## src/rtl/mem_access_unit_if.sv

```systemverilog
// Core/memory-side bus bundle for mem_access_unit.
// The unit connects through the slave modport; the core and the memory
// (or a bench standing in for both) connect through the master modport.
interface mem_access_unit_if;
   // core request channel
   logic        req_valid;
   logic        req_ready;
   logic        req_write;
   logic        req_byte;
   logic        req_signed;
   logic [15:0] req_addr;
   logic [15:0] req_wdata;
   // completion channel
   logic        resp_valid;
   logic [15:0] resp_rdata;
   // memory bus
   logic        mem_op;
   logic [15:0] mem_addr;
   logic [15:0] mem_wdata;
   logic        mem_wdata_oe;
   logic [15:0] mem_rdata;

   modport slave (
      input  req_valid, req_write, req_byte, req_signed, req_addr, req_wdata,
      input  mem_rdata,
      output req_ready, resp_valid, resp_rdata,
      output mem_op, mem_addr, mem_wdata, mem_wdata_oe
   );

   modport master (
      output req_valid, req_write, req_byte, req_signed, req_addr, req_wdata,
      output mem_rdata,
      input  req_ready, resp_valid, resp_rdata,
      input  mem_op, mem_addr, mem_wdata, mem_wdata_oe
   );
endinterface

```

## src/rtl/mem_access_unit.sv

```systemverilog
// CPU-side initiator for the 16-bit byte-addressed little-endian memory bus.
// Loads hold the address for WAIT_CYCLES+1 cycles and sample mem_rdata on the
// last edge. Word stores are a single write cycle. Byte stores become a
// read-modify-write: the upper byte of the addressed word is read back and
// rewritten unchanged alongside the new low byte.
module mem_access_unit #(
   parameter int unsigned WAIT_CYCLES = 0
) (
   input  logic clk,
   input  logic reset_n,
   mem_access_unit_if.slave bus
);

   typedef enum logic [2:0] {
      S_IDLE   = 3'd0,
      S_RD     = 3'd1,
      S_WR     = 3'd2,
      S_RMW_RD = 3'd3,
      S_RMW_WR = 3'd4,
      S_RESP   = 3'd5
   } state_t;

   // Final value of the wait counter: the read phase lasts r_cnt = 0..W_LAST.
   localparam logic [3:0] W_LAST = 4'(WAIT_CYCLES);

   state_t      r_state;
   logic [3:0]  r_cnt;
   logic        r_byte;
   logic        r_signed;
   logic [7:0]  r_wdata_lo;
   logic        r_req_ready;
   logic        r_resp_valid;
   logic [15:0] r_resp_rdata;
   logic        r_mem_op;
   logic [15:0] r_mem_addr;
   logic [15:0] r_mem_wdata;

   logic        w_read_done;
   logic [15:0] w_load_result;

   // Last cycle of a read phase (RD or RMW_RD) is reached when the counter hits W_LAST.
   assign w_read_done = (r_cnt == W_LAST);

   // Load result formatting: byte loads take the addressed (low) byte, optionally sign-extended.
   assign w_load_result = r_byte ? {{8{r_signed & bus.mem_rdata[7]}}, bus.mem_rdata[7:0]}
                                 : bus.mem_rdata;

   // Control FSM with all bus-facing outputs registered; the address register doubles
   // as the latched request address so it stays stable and persists into IDLE.
   always_ff @(posedge clk or negedge reset_n) begin
      if (!reset_n) begin
         r_state      <= S_IDLE;
         r_cnt        <= 4'd0;
         r_byte       <= 1'b0;
         r_signed     <= 1'b0;
         r_wdata_lo   <= 8'h00;
         r_req_ready  <= 1'b1;
         r_resp_valid <= 1'b0;
         r_resp_rdata <= 16'h0000;
         r_mem_op     <= 1'b0;
         r_mem_addr   <= 16'h0000;
         r_mem_wdata  <= 16'h0000;
      end else begin
         case (r_state)
            S_IDLE: begin
               if (bus.req_valid && r_req_ready) begin
                  r_req_ready <= 1'b0;
                  r_mem_addr  <= bus.req_addr;
                  r_byte      <= bus.req_byte;
                  r_signed    <= bus.req_signed;
                  r_wdata_lo  <= bus.req_wdata[7:0];
                  r_cnt       <= 4'd0;
                  if (!bus.req_write) begin
                     r_state <= S_RD;
                  end else if (bus.req_byte) begin
                     r_state <= S_RMW_RD;
                  end else begin
                     // Word store goes straight to the bus in the next cycle.
                     r_state     <= S_WR;
                     r_mem_op    <= 1'b1;
                     r_mem_wdata <= bus.req_wdata;
                  end
               end
            end

            S_RD: begin
               if (w_read_done) begin
                  r_resp_rdata <= w_load_result;
                  r_resp_valid <= 1'b1;
                  r_state      <= S_RESP;
               end else begin
                  r_cnt <= r_cnt + 4'd1;
               end
            end

            S_RMW_RD: begin
               if (w_read_done) begin
                  // Keep the neighbouring byte (addr+1) exactly as read.
                  r_mem_wdata <= {bus.mem_rdata[15:8], r_wdata_lo};
                  r_mem_op    <= 1'b1;
                  r_state     <= S_RMW_WR;
               end else begin
                  r_cnt <= r_cnt + 4'd1;
               end
            end

            S_WR, S_RMW_WR: begin
               // Memory commits on this edge; the bus returns to read.
               r_mem_op     <= 1'b0;
               r_resp_rdata <= 16'h0000;
               r_resp_valid <= 1'b1;
               r_state      <= S_RESP;
            end

            S_RESP: begin
               r_resp_valid <= 1'b0;
               r_req_ready  <= 1'b1;
               r_state      <= S_IDLE;
            end

            default: begin
               r_mem_op     <= 1'b0;
               r_resp_valid <= 1'b0;
               r_req_ready  <= 1'b1;
               r_state      <= S_IDLE;
            end
         endcase
      end
   end

   assign bus.req_ready    = r_req_ready;
   assign bus.resp_valid   = r_resp_valid;
   assign bus.resp_rdata   = r_resp_rdata;
   assign bus.mem_op       = r_mem_op;
   assign bus.mem_wdata_oe = r_mem_op;
   assign bus.mem_addr     = r_mem_addr;
   assign bus.mem_wdata    = r_mem_wdata;

endmodule

```

## src/flat_wrapper.sv

```systemverilog
// flat-port wrapper written by rule: the top's interface ports become plain ports
module mem_access_unit_flat 
#(
   parameter int unsigned WAIT_CYCLES = 0
)
  (clk, reset_n, bus_req_valid, bus_req_write, bus_req_byte, bus_req_signed, bus_req_addr, bus_req_wdata, bus_mem_rdata, bus_req_ready, bus_resp_valid, bus_resp_rdata, bus_mem_op, bus_mem_addr, bus_mem_wdata, bus_mem_wdata_oe);
  mem_access_unit_if bus_i ();
  input  logic clk;
  input  logic reset_n;
  input wire logic [$bits(bus_i.req_valid)-1:0] bus_req_valid;
  input wire logic [$bits(bus_i.req_write)-1:0] bus_req_write;
  input wire logic [$bits(bus_i.req_byte)-1:0] bus_req_byte;
  input wire logic [$bits(bus_i.req_signed)-1:0] bus_req_signed;
  input wire logic [$bits(bus_i.req_addr)-1:0] bus_req_addr;
  input wire logic [$bits(bus_i.req_wdata)-1:0] bus_req_wdata;
  input wire logic [$bits(bus_i.mem_rdata)-1:0] bus_mem_rdata;
  output wire logic [$bits(bus_i.req_ready)-1:0] bus_req_ready;
  output wire logic [$bits(bus_i.resp_valid)-1:0] bus_resp_valid;
  output wire logic [$bits(bus_i.resp_rdata)-1:0] bus_resp_rdata;
  output wire logic [$bits(bus_i.mem_op)-1:0] bus_mem_op;
  output wire logic [$bits(bus_i.mem_addr)-1:0] bus_mem_addr;
  output wire logic [$bits(bus_i.mem_wdata)-1:0] bus_mem_wdata;
  output wire logic [$bits(bus_i.mem_wdata_oe)-1:0] bus_mem_wdata_oe;
  assign bus_i.req_valid = bus_req_valid;
  assign bus_i.req_write = bus_req_write;
  assign bus_i.req_byte = bus_req_byte;
  assign bus_i.req_signed = bus_req_signed;
  assign bus_i.req_addr = bus_req_addr;
  assign bus_i.req_wdata = bus_req_wdata;
  assign bus_i.mem_rdata = bus_mem_rdata;
  assign bus_req_ready = bus_i.req_ready;
  assign bus_resp_valid = bus_i.resp_valid;
  assign bus_resp_rdata = bus_i.resp_rdata;
  assign bus_mem_op = bus_i.mem_op;
  assign bus_mem_addr = bus_i.mem_addr;
  assign bus_mem_wdata = bus_i.mem_wdata;
  assign bus_mem_wdata_oe = bus_i.mem_wdata_oe;
  mem_access_unit #(.WAIT_CYCLES(WAIT_CYCLES)) u_core (.clk(clk), .reset_n(reset_n), .bus(bus_i));
endmodule
```

## config.mk

```make
export PLATFORM = sky130hd
export DESIGN_NAME = mem_access_unit_flat
export DESIGN_NICKNAME = d
export VERILOG_FILES = /design/src/rtl/mem_access_unit_if.sv /design/src/rtl/mem_access_unit.sv /design/src/flat_wrapper.sv
export SDC_FILE = /design/constraint.sdc
export NUM_CORES = 1
export LEC_CHECK = 0
export CORE_MARGIN = 2
export CORE_UTILIZATION = 40
export DETAILED_ROUTE_END_ITERATION = 7
export PLACE_DENSITY = 0.75
export RECOVER_POWER = 25
export SLEW_MARGIN = 5
export SYNTH_ARGS = -nofsm -noshare
export SYNTH_HDL_FRONTEND = slang
export SYNTH_SLANG_ARGS = --single-unit
```

## constraint.sdc

```tcl
create_clock -name clk -period 2 [get_ports clk]
set_clock_uncertainty 0.1 [all_clocks]
set_input_delay 0.4 -clock clk [delete_from_list [all_inputs] [get_ports clk]]
set_output_delay 0.4 -clock clk [all_outputs]
set_load 0.02 [all_outputs]
```

; ---- After elaboration in Yosys (flattened, before gate mapping)
; Index checks and enable logic that the tools add are counted.
[word_totals]
input_bits = 54
register_bits = 68
out_inout_bits = 52
elab_cells = 71
[op_classes]
muxes = 25
n_eq_ne = 11
reduce_logical = 19
add_sub_neg = 1
bitwise = 4
[op_table]
columns = op, count
row1 = $mux W16, 6
row2 = $pmux W16 S2, 2
row3 = $mux W3, 4
row4 = $pmux W3 S4, 1
row5 = $reduce_and A5 Y1, 2
row6 = $mux W4, 2
row7 = $pmux W4 S2, 1
row8 = $reduce_and A2 Y1, 4
row9 = $reduce_or A2 Y1, 4
row10 = $eq A3 B2 Y1 const B, 2
row11 = $eq A3 B3 Y1 const B, 2
row12 = $mux W1, 6
row13 = $ne A2 B1 Y1 const B, 3
row14 = $ne A2 B2 Y1 const B, 3
row15 = $pmux W1 S3, 2
row16 = $reduce_and A3 Y1, 2
row17 = $reduce_bool A2 Y1, 3
row18 = $add A4 B1 Y4 const B, 1
row19 = $logic_not A4 Y1, 1
row20 = $reduce_or A4 Y1, 1
row21 = $eq A3 B1 Y1 const B, 1
row22 = $logic_not A3 Y1, 1
row23 = $not A1 Y1, 3
row24 = $pmux W1 S2, 1
row25 = 2 further kinds, 2

; ---- Depth between registers and ports, before layout
[logic_depth]
depth_word = 4
ltp_mapped = 8
depth_no_buf = 6

; ---- Worst setup path after synthesis
; OpenSTA, ideal clock, no wires.
[synth_path]
path_type = register to register
start = reg u_core.r_cnt[0]
end = reg u_core.r_cnt[3]
setup_time_ns = 0.121
synth_period_minus_slack_ns = 1.901
slack_ns = 0.099
path_stages_with_launch = 8
n_path_buf = 1
arrival_time_ns = 1.680
t_required_ns = 1.779
cell_sequence = dfrtp_1 inv_1 ha_1 or3b_2 and2_1 clkbuf_1 a21o_1 a22o_1
[synth_via]
elab_chain_cells = 3
elab_cells_between_ends = 6
classes_between = add/sub (1) / eq/ne (1) / mux (2) / reduce/logical (2)
[synth_rtl]
columns = item, line
row1 = "start, declared", mem_access_unit.sv:27  ; logic [3:0] r_cnt;
row2 = "start signal, assigned", mem_access_unit.sv:92  ; r_cnt <= r_cnt + 4'd1;
row3 = "start signal, assigned", mem_access_unit.sv:103  ; r_cnt <= r_cnt + 4'd1;
row4 = $add A4 B1 Y4 or $logic_not A4 Y1 (tied branches), "mem_access_unit.sv:92, mem_access_unit.sv:103, mem_access_unit.sv:42"
row5 = $mux W4 or $ne A2 B2 Y1 (tied branches), --
row6 = $pmux W4 S2 or $reduce_and A3 Y1 (tied branches), --
; Parallel ways exist; a longest one is shown, timed or not. The select of a mux whose other input is x is not followed.
; A chain may end at the register's enable or synchronous reset.

; ---- Worst setup path in the final report
[layout_path]
start = reg u_core.r_cnt[0]
end = reg u_core.r_mem_wdata[8] (netlist: u_core.bus.mem_wdata[8])
[layout_via]
elab_chain_cells = 3
[layout_rtl]
columns = item, line
row1 = $logic_not A4 Y1, mem_access_unit.sv:42  ; assign w_read_done = (r_cnt == W_LAST);
row2 = $ne A2 B1 Y1 (no source line), --
row3 = $reduce_and A5 Y1 (no source line), --
row4 = "end signal, assigned", mem_access_unit.sv:81  ; r_mem_wdata <= bus.req_wdata;
row5 = "end signal, assigned", mem_access_unit.sv:99  ; r_mem_wdata <= {bus.mem_rdata[15:8], r_wdata_lo};
row6 = "end, declared", mem_access_unit.sv:36  ; logic [15:0] r_mem_wdata;
; Every way passes these cells.

==> flow_metrics.env <==
export IMPL_status="complete, no violations"
export IMPL_finalCriticalPeriod_ns=1.926
export IMPL_synth_edff_count=0
export IMPL_synth_distinct_cells=37
export IMPL_grt_remaining_overflow=0
export IMPL_p_clk_share_pct=44.1
export IMPL_cp_arrival_ns=2.09
export IMPL_critPathLaunch="u_core.r_cnt[0]$_DFFE_PN0P_"
export IMPL_io_buffers=105
export IMPL_dr_pass1_iters=4
export IMPL_stdcell_count=500
export IMPL_dp_cells=478
export IMPL_synthSimpleGateAreaFrac_pct=14.49
export IMPL_timing_final_hold_violations=0
export IMPL_cellLeakagePower_uw=0.002159
export IMPL_period_share_pct=96.29
export IMPL_grt_max_degree=33
export IMPL_ant_nets=0
export IMPL_maxCapViolations=0
export IMPL_cts_clk_slew_worst_paths_ns=0.08
export IMPL_rsz0062_at_grt="no"
export IMPL_worstPathMaxFanout=8
export IMPL_cts_sinks=68
export IMPL_htreeDepth=3
export IMPL_numCtsBuffers=9
export IMPL_crit_required_ns=2.16
export IMPL_clockRootBuffer="clkbuf_8"
export IMPL_rows=32
export IMPL_met3_length_um=425
export IMPL_mostFrequentLayoutCells="clkdlybuf4s50_1, dfrtp_1, nor2_1"
export IMPL_place_ws_ns=-0.05873
export IMPL_setup_viol=0
export IMPL_reg2reg_from="u_core.r_cnt[0]$_DFFE_PN0P_"
export IMPL_cpMaxStageDelayCell="dfrtp_1"
export IMPL_synth_compound_area_share_pct=9.996
export IMPL_peakVddDrop_mv=0.3763
export IMPL_clock_path_buffers=2
export IMPL_power_total_uw=2841
export IMPL_syn_nets=329
export IMPL_min_path_type="flip-flop to flip-flop"
export IMPL_worstSkewPairLatency_ns=0.34
export IMPL_seqPwrFrac_pct=48.8
export IMPL_max_freq_mhz=519.3
export IMPL_slowest_delay_ns=0.41
export IMPL_antenna_cells=0
export IMPL_combinationalPowerShare_pct=7.1
export IMPL_grt_pass1_vias=2480
export IMPL_syn_instance_count=273
export IMPL_path_delay_family="simple AND/OR/NAND/NOR gates"
export IMPL_synthFlopType="dfrtp_1"
export IMPL_slew_violations=0
export IMPL_gp_congestion=0.8296
export IMPL_end_kind="flip-flop"
export IMPL_fin_nets=449
export IMPL_drive_above_1_share_pct=19.60
export IMPL_wl_met1_um=3318
export IMPL_muxShareOfSynthArea_pct=15.10
export IMPL_vias_per_cell=5.012
export IMPL_drt_wl_total_um=7589
export IMPL_grt_usage_pct=18.12
export IMPL_grt_antenna_before_repair=0
export IMPL_p_switching_uw=601.8
export IMPL_vias=2506
export IMPL_tightest_slew_ns=0.6356
export IMPL_nFillCells=609
export IMPL_yosys_area_share_adder_pct=0.8094
export IMPL_netSwitchingFraction_pct=21.18
export IMPL_synth_area_mm2=0.003092
export IMPL_synthArstFlopShare_pct=100.0
export IMPL_relSlewSlack_pct=57.62
export IMPL_ys_seq_elements=68
export IMPL_synth_seq_area_share_pct=55.08
export IMPL_crit_buf_inv=2
export IMPL_setup_ws_ns=0.07429
export IMPL_met2_length_um=3794
export IMPL_crit_chain="inv_1, ha_2, or3b_4, o32ai_4, clkbuf_16, nor2_1, a21oi_1"
export IMPL_highest_layer="met4"
export IMPL_dieWidth_um=91.92
export IMPL_wl_per_cell_um=15.18
export IMPL_die_area_mm2=0.008448
export IMPL_powerDensity_mw_per_mm2=614.0
export IMPL_final_common_cell="clkdlybuf4s50_1"
export IMPL_hold_worst_slack_ns=0.4103
export IMPL_synth_xor_area_share_pct=0
export IMPL_core_area_mm2=0.007607
export IMPL_hp_start="u_core.bus.mem_addr[13]$_DFFE_PN0P_"
export IMPL_die_height_um=91.92
export IMPL_cts_tree="done"
export IMPL_criticalPathCategory="flip-flop to flip-flop"
export IMPL_ys_warn_count=0
export IMPL_grt_first_pass_wirelength_um=12080
export IMPL_p_int_uw=2239
export IMPL_io_pins=106
export IMPL_start_util_pct=40.64
export IMPL_dr_first_iter_drc_count=166
export IMPL_synthToLayoutAreaGrowth_pct=49.66
export IMPL_synth_top_family_by_area="multiplexers"
export IMPL_drc=0
export IMPL_post_dp_hpwl_um=5182
export IMPL_start_kind="flip-flop"
export IMPL_avgSynthCellArea_um2=11.32
## cells by family after synthesis
logic type	after synthesis
AO/OA/AOI/OAI	48
adder cells (fa/ha/maj)	2
buffers and inverters	22
flip-flops	68
multiplexers	43
AND/OR/NAND/NOR	90
## worst paths after layout
kind / slack [ns] / end / cells past startpoint
max: 0.07 / u_core.bus.mem_wdata[8]$_DFFE_PN0P_ / 7
min: 0.41 / u_core.bus.mem_addr[13]$_DFFE_PN0P_ / 1
max reg2reg: 0.07 / u_core.bus.mem_wdata[8]$_DFFE_PN0P_ / 7
min reg2reg: 0.41 / u_core.bus.mem_addr[13]$_DFFE_PN0P_ / 1
max in group asynchronous: 0.29 / u_core.bus.mem_wdata[9]$_DFFE_PN0P_ / 3
min in group asynchronous: 0.47 / u_core.bus.mem_addr[12]$_DFFE_PN0P_ / 2
## stage by stage
step	setup TNS, ns	utilization [%]	cell area, µm²
3_5_place_dp	-1.771	56.76	4318
5_1_grt	0	60.82	4627
3_3_place_gp	-0.6357	56.76	4318
4_1_cts	0	59.84	4552
2_1_floorplan	0	-	3092
6_report	0	60.82	4627
## area by class of cell
class,instances,area [µm²],share of cell area (%)
timing repair buffer,129,1286,27.80
tap,102,127.6,2.758
clock inverter,4,72.57,1.568
sequential,68,1703,36.80
inverter,2,7.507,0.1622
multi-input combinational,183,1285,27.77
clock buffer,12,145.1,3.137
## cell usage after synthesis, types with 6 or more instances
master	n	area share, %
a21oi_1	20	3.2
nand2_1	16	1.9
nand3_1	19	3.1
o21ai_0	11	1.8
buf_6	6	2.2
mux2_2	26	9.5
dfrtp_1	67	54
nor2_1	38	4.6
mux2i_1	16	5.2
o31ai_1	8	1.9
buf_2	7	1.1
## repair_timing
item / CTS / global route
endpoints found under the hold margin: 21 / 0
gates resized for setup: 1 / 11
buffers inserted: 1 / 2
hold buffers: 1 / 0
cloned: 0 / 2
endpoints found under the setup margin: 2 / 18
pin swaps: 0 / 1
## flip-flops by register name, summed over array words and instances, names as in the netlist
signal,cells
u_core.r_byte,1
u_core.bus.req_ready,1
u_core.r_signed,1
u_core.r_cnt,4
u_core.bus.mem_wdata,16
u_core.bus.mem_op,1
u_core.bus.resp_valid,1
u_core.r_state,3
u_core.bus.mem_addr,16
u_core.r_wdata_lo,8
u_core.bus.resp_rdata,16
## power by group through the flow
stage                     Combinational (µW)  Clock (µW)  Sequential, µW
after global routing                     219        1330            1390
after floorplan                         24.7           0            1420
final                                    201        1250            1390
after detailed placement                 207           0            1410
after global placement                   204           0            1410
after CTS                                211        1260            1390
## per-layer routing
metal | global-route usage [%] | vias up
met5 | 0 | -
met1 | 23.79 | 1235
met3 | 5.752 | 4
li1 | - | 1191
met4 | 4.104 | 0
met2 | 29.53 | 76
(Power assumes the default switching activity.)
